File: config.mk
export PLATFORM = sky130hd
export DESIGN_NAME = mag_compare_seq
export DESIGN_NICKNAME = d
export VERILOG_FILES = /design/src/rtl/mag_cmp_pkg.sv /design/src/rtl/digit_compare.sv /design/src/rtl/mag_compare_seq.sv
export SDC_FILE = /design/constraint.sdc
export NUM_CORES = 1
export LEC_CHECK = 0
export ABC_AREA = 0
export CORE_ASPECT_RATIO = 0.6
export CORE_MARGIN = 5
export CORE_UTILIZATION = 54
export CTS_CLUSTER_DIAMETER = 50
export DETAILED_ROUTE_END_ITERATION = 6
export PLACE_DENSITY_LB_ADDON = 0.15
export SYNTH_ARGS = -nofsm -noshare
export SYNTH_HDL_FRONTEND = slang
export SYNTH_SLANG_ARGS = --single-unit
File: constraint.sdc
create_clock -name clk -period 5.5 [get_ports clk]
set_input_delay 1.65 -clock clk [delete_from_list [all_inputs] [get_ports clk]]
set_output_delay 1.65 -clock clk [all_outputs]
set_load 0.01 [all_outputs]
File: src/rtl/mag_cmp_pkg.sv
// Shared definitions for the sequential magnitude comparator.
//   state_e  : controller states (IDLE, SCAN, DONE)
//   ndig     : number of DIGIT-bit slices in a WIDTH-bit operand
//   idx_bits : width of the slice index register (minimum 1 bit)
package mag_cmp_pkg;

  typedef enum logic [1:0] {
    IDLE = 2'd0,
    SCAN = 2'd1,
    DONE = 2'd2
  } state_e;

  function automatic int ndig(input int width, input int digit);
    return width / digit;
  endfunction

  // A single-slice compare still needs a 1-bit index register.
  function automatic int idx_bits(input int n);
    return (n <= 1) ? 1 : $clog2(n);
  endfunction

endpackage

File: src/rtl/digit_compare.sv
// Purely combinational compare of one DIGIT-bit unsigned slice.
//   a_i, b_i : slices to compare
//   eq_o     : a_i == b_i
//   gt_o     : a_i >  b_i   (less-than is derived by the user as ~eq & ~gt)
module digit_compare #(
  parameter int DIGIT = 4
) (
  input  logic [DIGIT-1:0] a_i,
  input  logic [DIGIT-1:0] b_i,
  output logic             eq_o,
  output logic             gt_o
);

  assign eq_o = (a_i == b_i);
  assign gt_o = (a_i >  b_i);

endmodule

File: src/rtl/mag_compare_seq.sv
// Sequential magnitude comparator: compares two WIDTH-bit operands one
// DIGIT-bit slice per clock, most significant slice first, and stops at the
// first slice that differs. Signed mode flips the operand sign bits so the
// scan itself is always an unsigned compare.
//   clk, reset      : rising-edge clock, asynchronous active-high reset
//   start           : request a compare (accepted only in IDLE)
//   signed_mode, a, b : operands and mode, latched with start
//   busy            : high while slices are being scanned
//   done            : one-cycle pulse when the result becomes valid
//   equalto, greaterthan, lessthan : one-hot result, held until next start
module mag_compare_seq
  import mag_cmp_pkg::*;
#(
  parameter int WIDTH = 32,
  parameter int DIGIT = 4
) (
  input  logic             clk,
  input  logic             reset,
  input  logic             start,
  input  logic             signed_mode,
  input  logic [WIDTH-1:0] a,
  input  logic [WIDTH-1:0] b,
  output logic             busy,
  output logic             done,
  output logic             equalto,
  output logic             greaterthan,
  output logic             lessthan
);

  localparam int NDIG = ndig(WIDTH, DIGIT);
  localparam int IW   = idx_bits(NDIG);

  localparam logic [IW-1:0] IDX_TOP = IW'(NDIG - 1);
  localparam logic [IW-1:0] IDX_ONE = IW'(1);

  state_e           state_q, state_d;
  logic [WIDTH-1:0] ra_q, ra_d;
  logic [WIDTH-1:0] rb_q, rb_d;
  logic [IW-1:0]    idx_q, idx_d;
  logic             eq_q, eq_d;
  logic             gt_q, gt_d;
  logic             lt_q, lt_d;

  // Slice view of the latched operands, indexed by the scan position.
  logic [DIGIT-1:0] dig_a [NDIG];
  logic [DIGIT-1:0] dig_b [NDIG];

  for (genvar g = 0; g < NDIG; g++) begin : g_slice
    assign dig_a[g] = ra_q[g*DIGIT +: DIGIT];
    assign dig_b[g] = rb_q[g*DIGIT +: DIGIT];
  end

  logic dig_eq, dig_gt, dig_lt;

  digit_compare #(
    .DIGIT(DIGIT)
  ) u_digit_compare (
    .a_i (dig_a[idx_q]),
    .b_i (dig_b[idx_q]),
    .eq_o(dig_eq),
    .gt_o(dig_gt)
  );

  assign dig_lt = ~dig_eq & ~dig_gt;

  always_comb begin
    // NOTE: every next-state value defaults to its current value first so no
    // path through the case statement can leave one unassigned (no latches).
    state_d = state_q;
    ra_d    = ra_q;
    rb_d    = rb_q;
    idx_d   = idx_q;
    eq_d    = eq_q;
    gt_d    = gt_q;
    lt_d    = lt_q;

    case (state_q)
      IDLE: begin
        if (start) begin
          // Inverting the sign bit maps two's complement onto offset binary,
          // which orders identically under an unsigned compare.
          ra_d            = a;
          ra_d[WIDTH-1]   = a[WIDTH-1] ^ signed_mode;
          rb_d            = b;
          rb_d[WIDTH-1]   = b[WIDTH-1] ^ signed_mode;
          idx_d           = IDX_TOP;
          eq_d            = 1'b0;
          gt_d            = 1'b0;
          lt_d            = 1'b0;
          state_d         = SCAN;
        end
      end

      SCAN: begin
        if (dig_gt) begin
          gt_d    = 1'b1;
          state_d = DONE;
        end else if (dig_lt) begin
          lt_d    = 1'b1;
          state_d = DONE;
        end else if (idx_q == '0) begin
          eq_d    = 1'b1;
          state_d = DONE;
        end else begin
          idx_d = idx_q - IDX_ONE;
        end
      end

      DONE: begin
        state_d = IDLE;
      end

      default: begin
        state_d = IDLE;
      end
    endcase
  end

  // NOTE: the operand registers are ordinary flops (not a memory), so they are
  // cleared by reset along with the rest of the state.
  always_ff @(posedge clk or posedge reset) begin
    if (reset) begin
      state_q <= IDLE;
      ra_q    <= '0;
      rb_q    <= '0;
      idx_q   <= '0;
      eq_q    <= 1'b0;
      gt_q    <= 1'b0;
      lt_q    <= 1'b0;
    end else begin
      // NOTE: non-blocking assignments so every flop samples pre-edge values.
      state_q <= state_d;
      ra_q    <= ra_d;
      rb_q    <= rb_d;
      idx_q   <= idx_d;
      eq_q    <= eq_d;
      gt_q    <= gt_d;
      lt_q    <= lt_d;
    end
  end

  assign busy        = (state_q == SCAN);
  assign done        = (state_q == DONE);
  assign equalto     = eq_q;
  assign greaterthan = gt_q;
  assign lessthan    = lt_q;

endmodule

# == Word level (Yosys, flattened, before mapping) ==
# Cells that the tools add are included.
# op_classes
addsub,1
multipliers,0
div,0
n_lt_le_gt_ge,2
eq_ne,11
n_shift,0
muxes,26
n_bitwise,6
n_reduce_logical,9
# ops
op,n
$bmux 4 s3,2
$mux 4,4
$mux 3,4
$reduce_and 5->1,2
$mux 2,4
$ne 2x2->1 const B,4
$mux 1,7
$ne 2x1->1 const B,3
$pmux 1 s2,3
$pmux 3 s2,1
$eq 4x4->1,1
$ge 4x4->1 const B,1
$gt 4x4->1,1
$ne 4x1->1 const B,1
$not 3->4,1
$pmux 2 s2,1
$reduce_and 2->1,2
$reduce_and 4->1,1
$logic_not 3->1,1
$reduce_and 3->1,1
$sub 3x1->3 const B,1
$eq 2x1->1 const B,1
$eq 2x2->1 const B,1
$logic_not 2->1,1
4 further kinds,6
# totals
reg_bits,72
latch_bits,0
ram_bits,0
romBits,0
input_bits,68
output_inout_bits,5
wordCells,62
memories,0

# == Logic depth before layout (Yosys ltp) ==
# Gate-level depths: netlist of run 1.
# logic_depth
word_depth,10
mapped_depth,9
ltp_nobuf,7

# == By module ==
# A second synthesis of run 1 with hierarchy kept.
# unflattened
cells_unflattened,351
area_unflattened_um2,3447.1
# modules_own_cells
mod,instances,cells_per_inst,area_per_inst_um2
mag_compare_seq,1,338,3338.2
digit_compare,1,13,108.9

# == Worst setup path after synthesis of run 1 ==
# OpenSTA, ideal clock, no wires.
# synth_path
path_type,input -> register
startpoint,input port start
endpoint,register rb_q[22]
setup_ns,0.125
t_arrival_ns,2.659
setup_slack_ns,2.715
cell_stages,5
path_buffers,3
path_cell_list,or3b_1 buf_2 buf_6 buf_6 mux2_4
# synth_between
elab_chain_len,1
# synth_rtl
item,line,source
start: declaration,mag_compare_seq.sv:19,"input logic start,"
$reduce_and 2->1 (no line),-,
end signal: assignment,mag_compare_seq.sv:134,rb_q <= rb_d;
end: declaration,mag_compare_seq.sv:38,"logic [WIDTH-1:0] rb_q, rb_d;"
# No other way between the ends.
# A chain may end at the register's enable or synchronous reset.

# == Worst setup path after layout of run 1 ==
# layout_path
startpoint,register state_q[0]
endpoint,output port busy
# layout_between
elab_chain_len,1
# layout_rtl
item,line,source
start: declaration,mag_compare_seq.sv:36,"state_e state_q, state_d;"
start signal: assignment,mag_compare_seq.sv:132,state_q <= state_d;
$eq 2x1->1,mag_compare_seq.sv:142,assign busy = (state_q == SCAN);
end: declaration,mag_compare_seq.sv:23,"output logic busy,"
# No other way between the ends.

==> results.py, run 1 <==
metrics = {
    "outcome": {
        "status": "completed",
    },
    "detailed_routing": {
        "drt-pass1-iter-count": 4,
        "antenna_left": 0,
        "viasPerCell": 5.26,
        "drt_wl_total_um": 6590,
        "drc_errors": 0,
        "routedWlPerCell_um": 17.4,
        "vias": 2000,
        "drt-initial-drc-count": 81,
    },
    "layout": {
        "fin_cells": 380,
        "register_area_um2": 1800,
        "layout_common_cells": "dfrtp_1 (72), clkdlybuf4s50_1 (72), mux2_2 (62), mux4_2 (16), clkbuf_8 (13)",
        "nets": 366,
        "drive_gt1_share_pct": 34.1,
        "area_growth_syn_to_layout_pct": 30.1,
        "fillers": 407,
        "antenna_cells": 0,
        "multi_input_area_um2": 1450,
    },
    "grt": {
        "grt_start_max_net_pins": 70,
        "grt_overflow": 0,
        "grt_pass1_wl_um": 11100,
        "antenna_found_initial": 0,
        "first_global_vias": 2152,
        "grtUsageTotal_pct": 18.0,
    },
    "clock_tree": {
        "clk_pin_slew_ns": 0.06,
        "postCtsSetupBuffers": 0,
        "ctsResizeCount": 0,
        "cts_tree": "done",
        "h-tree-depth": 3,
        "cts_made_buffers": 9,
        "clk_latency_ns": 0.34,
        "cts-root-buf": "clkbuf_8",
        "clock_path_buffers": 2,
        "cts_sinks": 72,
        "ctsHoldBuffers": 0,
    },
    "synth": {
        "synthesis.instances": 220,
        "netlist_area_um2": 3340,
        "synth_edf_count": 0,
        "ys_seq_area_share_pct": 53.9,
        "synth.yosys.warnings": 0,
        "synthFlopType": "dfrtp_1",
        "syn_nets": 294,
        "ys_ff_latch": 72,
        "async_flop_share_pct": 100,
        "syn_avg_cell_area_um2": 15.2,
        "synthDistinctLibCells": 25,
    },
    "floorplan": {
        "core_um2": 6060,
        "io_pins": 73,
        "rows": 22,
        "die_h_um": 70.9,
        "die_x_um": 112,
        "start_util_pct": 55.2,
        "dieArea_um2": 7910,
    },
    "sta": {
        "slew-limit-headroom_pct": 31.6,
        "worstMarginPinSlew_ns": 1.03,
        "report.final.slew_viol_count": 0,
        "period_share_pct": 63.2,
        "hold_violations": 0,
        "rsz0062_at_grt": "false",
        "max_freq_mhz": 288,
        "skew_ns": 0.00693,
        "fin_tns_setup_ns": 0,
        "setup-violations-final": 0,
        "min_period_ns": 3.47,
    },
    "power_and_ir_drop": {
        "leakagePower_nw": 1.87,
        "p_per_area_nw_per_um2": 501,
        "peakVddDrop_uv": 207,
    },
    "setup_path": {
        "arrival_ns": 1.82,
        "cp_max_fo": 8,
        "path_cells": "or2b_1, inv_1, clkdlybuf4s50_1",
        "critPathRequiredTime_ns": 3.85,
        "crit_type": "reg -> out",
        "crit_path_max_incr_delay_ns": 0.57,
        "start_kind": "flop",
        "cpMaxStageDelayCell": "clkdlybuf4s50_1",
        "end_kind": "output pin",
    },
    "placed_design": {
        "hpwl_um": 4700,
        "place_inst": 365,
        "portBuffers": 72,
        "globalplace.congestion": 0.807,
    },
    "flow_run": {
        "cap_violations": 0,
    },
    "worst_hold_path": {
        "hold_class": "reg -> reg",
    },
}
## final timing paths
check | startpoint | cells past startpoint | slack, ns | endpoint
setup / recovery | state_q[0] | 3 | 2.03 | busy
hold / removal | lessthan | 2 | 0.48 | lessthan
setup reg to reg | idx_q[0] | 8 | 2.24 | idx_q[1]
hold reg to reg | lessthan | 2 | 0.48 | lessthan
max in group asynchronous | reset | 3 | 2.78 | equalto
min in group asynchronous | reset | 2 | 1.83 | ra_q[21]
## routing by layer
metal  global-route usage [%]  routed length (um)  vias to the layer above
met5                        0                   0                        -
met4                     5.67                  82                        0
met3                     5.98                 307                        7
met2                     26.1                2900                       53
met1                     26.0                3300                      995
li1                         -                   -                      945
## sequential cells by signal, summed over array words and instances, names as in the netlist
register     cells
state_q          2
rb_q            32
idx_q            3
ra_q            32
lessthan         1
equalto          1
greaterthan      1
## per-stage QoR
step	hold slack, ns	area (um2)	power, mW	setup slack, ns	utilization, %
6_report	0.480	4350	2.18	2.03	71.8
5_1_grt	0.508	4350	2.31	1.91	71.8
4_1_cts	0.485	4350	2.19	2.03	71.8
3_5_place_dp	0.470	4110	1.71	1.83	67.9
3_3_place_gp	0.467	4110	1.67	1.86	67.9
2_1_floorplan	0.445	3340	1.49	2.03	-
## layout make-up
type,count,area share [%]
Multi-Input combinational cell,130,33.3
Clock buffer,13,4.12
Inverter,5,0.432
Timing Repair Buffer,74,16.9
Sequential cell,72,41.4
Tap cell,84,2.42
Clock inverter,2,1.38
## report_power, final
| group | total [mW] | internal [mW] | leakage [nW] | switching, mW |
|---|---|---|---|---|
| logic | 0.769 | 0.490 | 0.902 | 0.279 |
| registers | 0.927 | 0.785 | 0.842 | 0.141 |
| clock network | 0.485 | 0.303 | 0.122 | 0.182 |
## cell families (layout without fill, tap and decap cells)
family                     count (synthesis)  in the layout  synth area share, %
AOI/OAI and AO/OA                         14             14                 2.55
DFF                                       72             72                 53.9
adders and majority gates                  6              6                 2.25
muxes                                     86             86                 34.7
xor gates and xnor gates                   2              2                0.524
and+or+nand+nor                           22             22                 3.26
buffers and inverters                     18             94                 2.85
## critical path: cells and delay by family, from the launching register on
kind                   cells  cell delay [ns]
AND/OR/NAND/NOR            1             0.28
buffers and inverters      2             0.74
flip-flops                 1             0.47
## synth_stat cells (4+ instances only)
library cell / number / area share [%]
mux2i_1: 4 / 1.2
ha_1: 6 / 2.2
inv_1: 5 / 0.56
mux2_2: 62 / 21
dfrtp_1: 72 / 54
mux2_4: 4 / 1.8
buf_2: 10 / 1.5
a21oi_1: 4 / 0.60
nor2_1: 7 / 0.79
o21ai_0: 5 / 0.75
mux4_2: 16 / 11
nand2_1: 7 / 0.79
(Power assumes the default switching activity.)
==> run 2: changes to the inputs <==
- CORE_UTILIZATION: 54 -> 46
- clock period: 5.5 -> 3 ns (I/O delays scaled with it)
==> results.py, run 2 (synthesis gave the netlist of run 1 again) <==
metrics = {
    "clock_tree": {
        "cts_made_buffers": 9,
        "cts-root-buf": "clkbuf_16",
        "ctsResizeCount": 0,
        "clk_latency_ns": 0.34,
        "clk_pin_slew_ns": 0.05,
        "h-tree-depth": 3,
        "ctsHoldBuffers": 0,
        "cts_sinks": 72,
        "cts_tree": "done",
        "clock_path_buffers": 2,
        "postCtsSetupBuffers": 0,
    },
    "grt": {
        "first_global_vias": 2297,
        "grt_overflow": 0,
        "grtUsageTotal_pct": 16.7,
        "antenna_found_initial": 0,
        "grt_start_max_net_pins": 73,
        "grt_pass1_wl_um": 11600,
    },
    "layout": {
        "antenna_cells": 0,
        "area_growth_syn_to_layout_pct": 34.7,
        "fillers": 561,
        "layout_common_cells": "dfrtp_1 (72), clkdlybuf4s50_1 (72), mux2_2 (62), mux4_2 (16), clkbuf_16 (9)",
        "nets": 371,
        "top_regs": "ra_q: 32 flops, rb_q: 32 flops, idx_q: 3 flops",
        "drive_gt1_share_pct": 34.9,
        "fin_cells": 392,
    },
    "detailed_routing": {
        "vias": 2078,
        "antenna_left": 0,
        "drt_wl_total_um": 6980,
        "drt-initial-drc-count": 119,
        "routedWlPerCell_um": 17.8,
        "drt-pass1-iter-count": 4,
        "viasPerCell": 5.30,
        "drc_errors": 0,
    },
    "sta": {
        "hold_ws_ns": 0.486,
        "report.final.slew_viol_count": 0,
        "setup-violations-final": 0,
        "max_freq_mhz": 359,
        "fin_tns_setup_ns": 0,
        "min_period_ns": 2.79,
        "period_share_pct": 92.9,
        "slew-limit-headroom_pct": 66.5,
        "hold_violations": 0,
        "skew_ns": 0.00220,
        "worstMarginPinSlew_ns": 0.502,
        "rsz0062_at_grt": "false",
    },
    "placed_design": {
        "hpwl_um": 5010,
        "place_inst": 377,
        "globalplace.congestion": 0.760,
        "portBuffers": 72,
    },
    "floorplan": {
        "core_um2": 7180,
        "start_util_pct": 46.6,
        "die_x_um": 120,
        "dieArea_um2": 9130,
        "die_h_um": 76.0,
        "rows": 24,
        "io_pins": 73,
    },
    "worst_hold_path": {
        "hold_class": "reg -> reg",
    },
    "setup_path": {
        "start_kind": "flop",
        "crit_type": "reg -> out",
        "cp_max_fo": 8,
        "arrival_ns": 1.89,
        "critPathRequiredTime_ns": 2.10,
        "end_kind": "output pin",
    },
    "power_and_ir_drop": {
        "p_per_area_nw_per_um2": 956,
        "leakagePower_nw": 1.93,
        "peakVddDrop_uv": 330,
    },
    "outcome": {
        "status": "completed",
    },
    "flow_run": {
        "cap_violations": 0,
    },
}
run 2: cell types whose count changed in the layout (fill, tap and decap cells not counted):
cell / change
clkbuf_8: -11
clkbuf_16: +9
buf_4: +3
buf_12: +2
clkbuf_1: +1
clkinv_2: +1
run 2: final timing paths:
path | from | to | slack [ns] | cells past startpoint
max | state_q[0] | busy | 0.21 | 3
min | lessthan | lessthan | 0.49 | 2
max reg2reg | idx_q[0] | idx_q[2] | 0.25 | 8
min reg2reg | lessthan | lessthan | 0.49 | 2
max in group asynchronous | reset | rb_q[31] | 1.74 | 3
min in group asynchronous | reset | ra_q[9] | 0.96 | 3
run 2: stage by stage:
stage | cell area, um2 | setup slack, ns | total power [mW] | util [%]
finish | 4500 | 0.214 | 4.30 | 62.7
CTS | 4500 | 0.199 | 4.35 | 62.7
global placement | 4180 | 0.397 | 3.15 | 58.2
global route | 4500 | 0.00315 | 4.58 | 62.7
detailed placement | 4180 | 0.258 | 3.18 | 58.2
floorplan | 3340 | 0.275 | 2.74 | -
run 2: cell type report:
cell class	count	area [um2]	area share, %
clock buffer	12	256	5.70
clock inverter	3	65.1	1.45
inverter	5	18.8	0.417
multi-input combinational	130	1450	32.2
sequential	72	1800	40.0
tap	91	114	2.53
timing repair buffer	79	798	17.7
run 2: power breakdown:
part	internal, mW	switching, mW
clock network	0.767	0.385
registers	1.44	0.279
logic	0.914	0.514
total	3.13	1.18
run 2: per-layer routing:
metal	wire length, um	global-route usage [%]	vias up
li1	-	-	958
met4	129	6.86	0
met3	482	7.27	10
met5	0	0	-
met2	2790	20.6	61
met1	3580	25.0	1049
run 2: worst max-delay path, cell delays in order (launching register included):
cell and delay [ns]:
dfrtp_1 0.47, or2b_1 0.29, inv_1 0.20, clkdlybuf4s50_1 0.59
==> run 3: changes to the inputs <==
- SLEW_MARGIN: not set -> 20
==> results of run 3 <==
No change in the layout: final DEF, timing and power equal those of run 2.
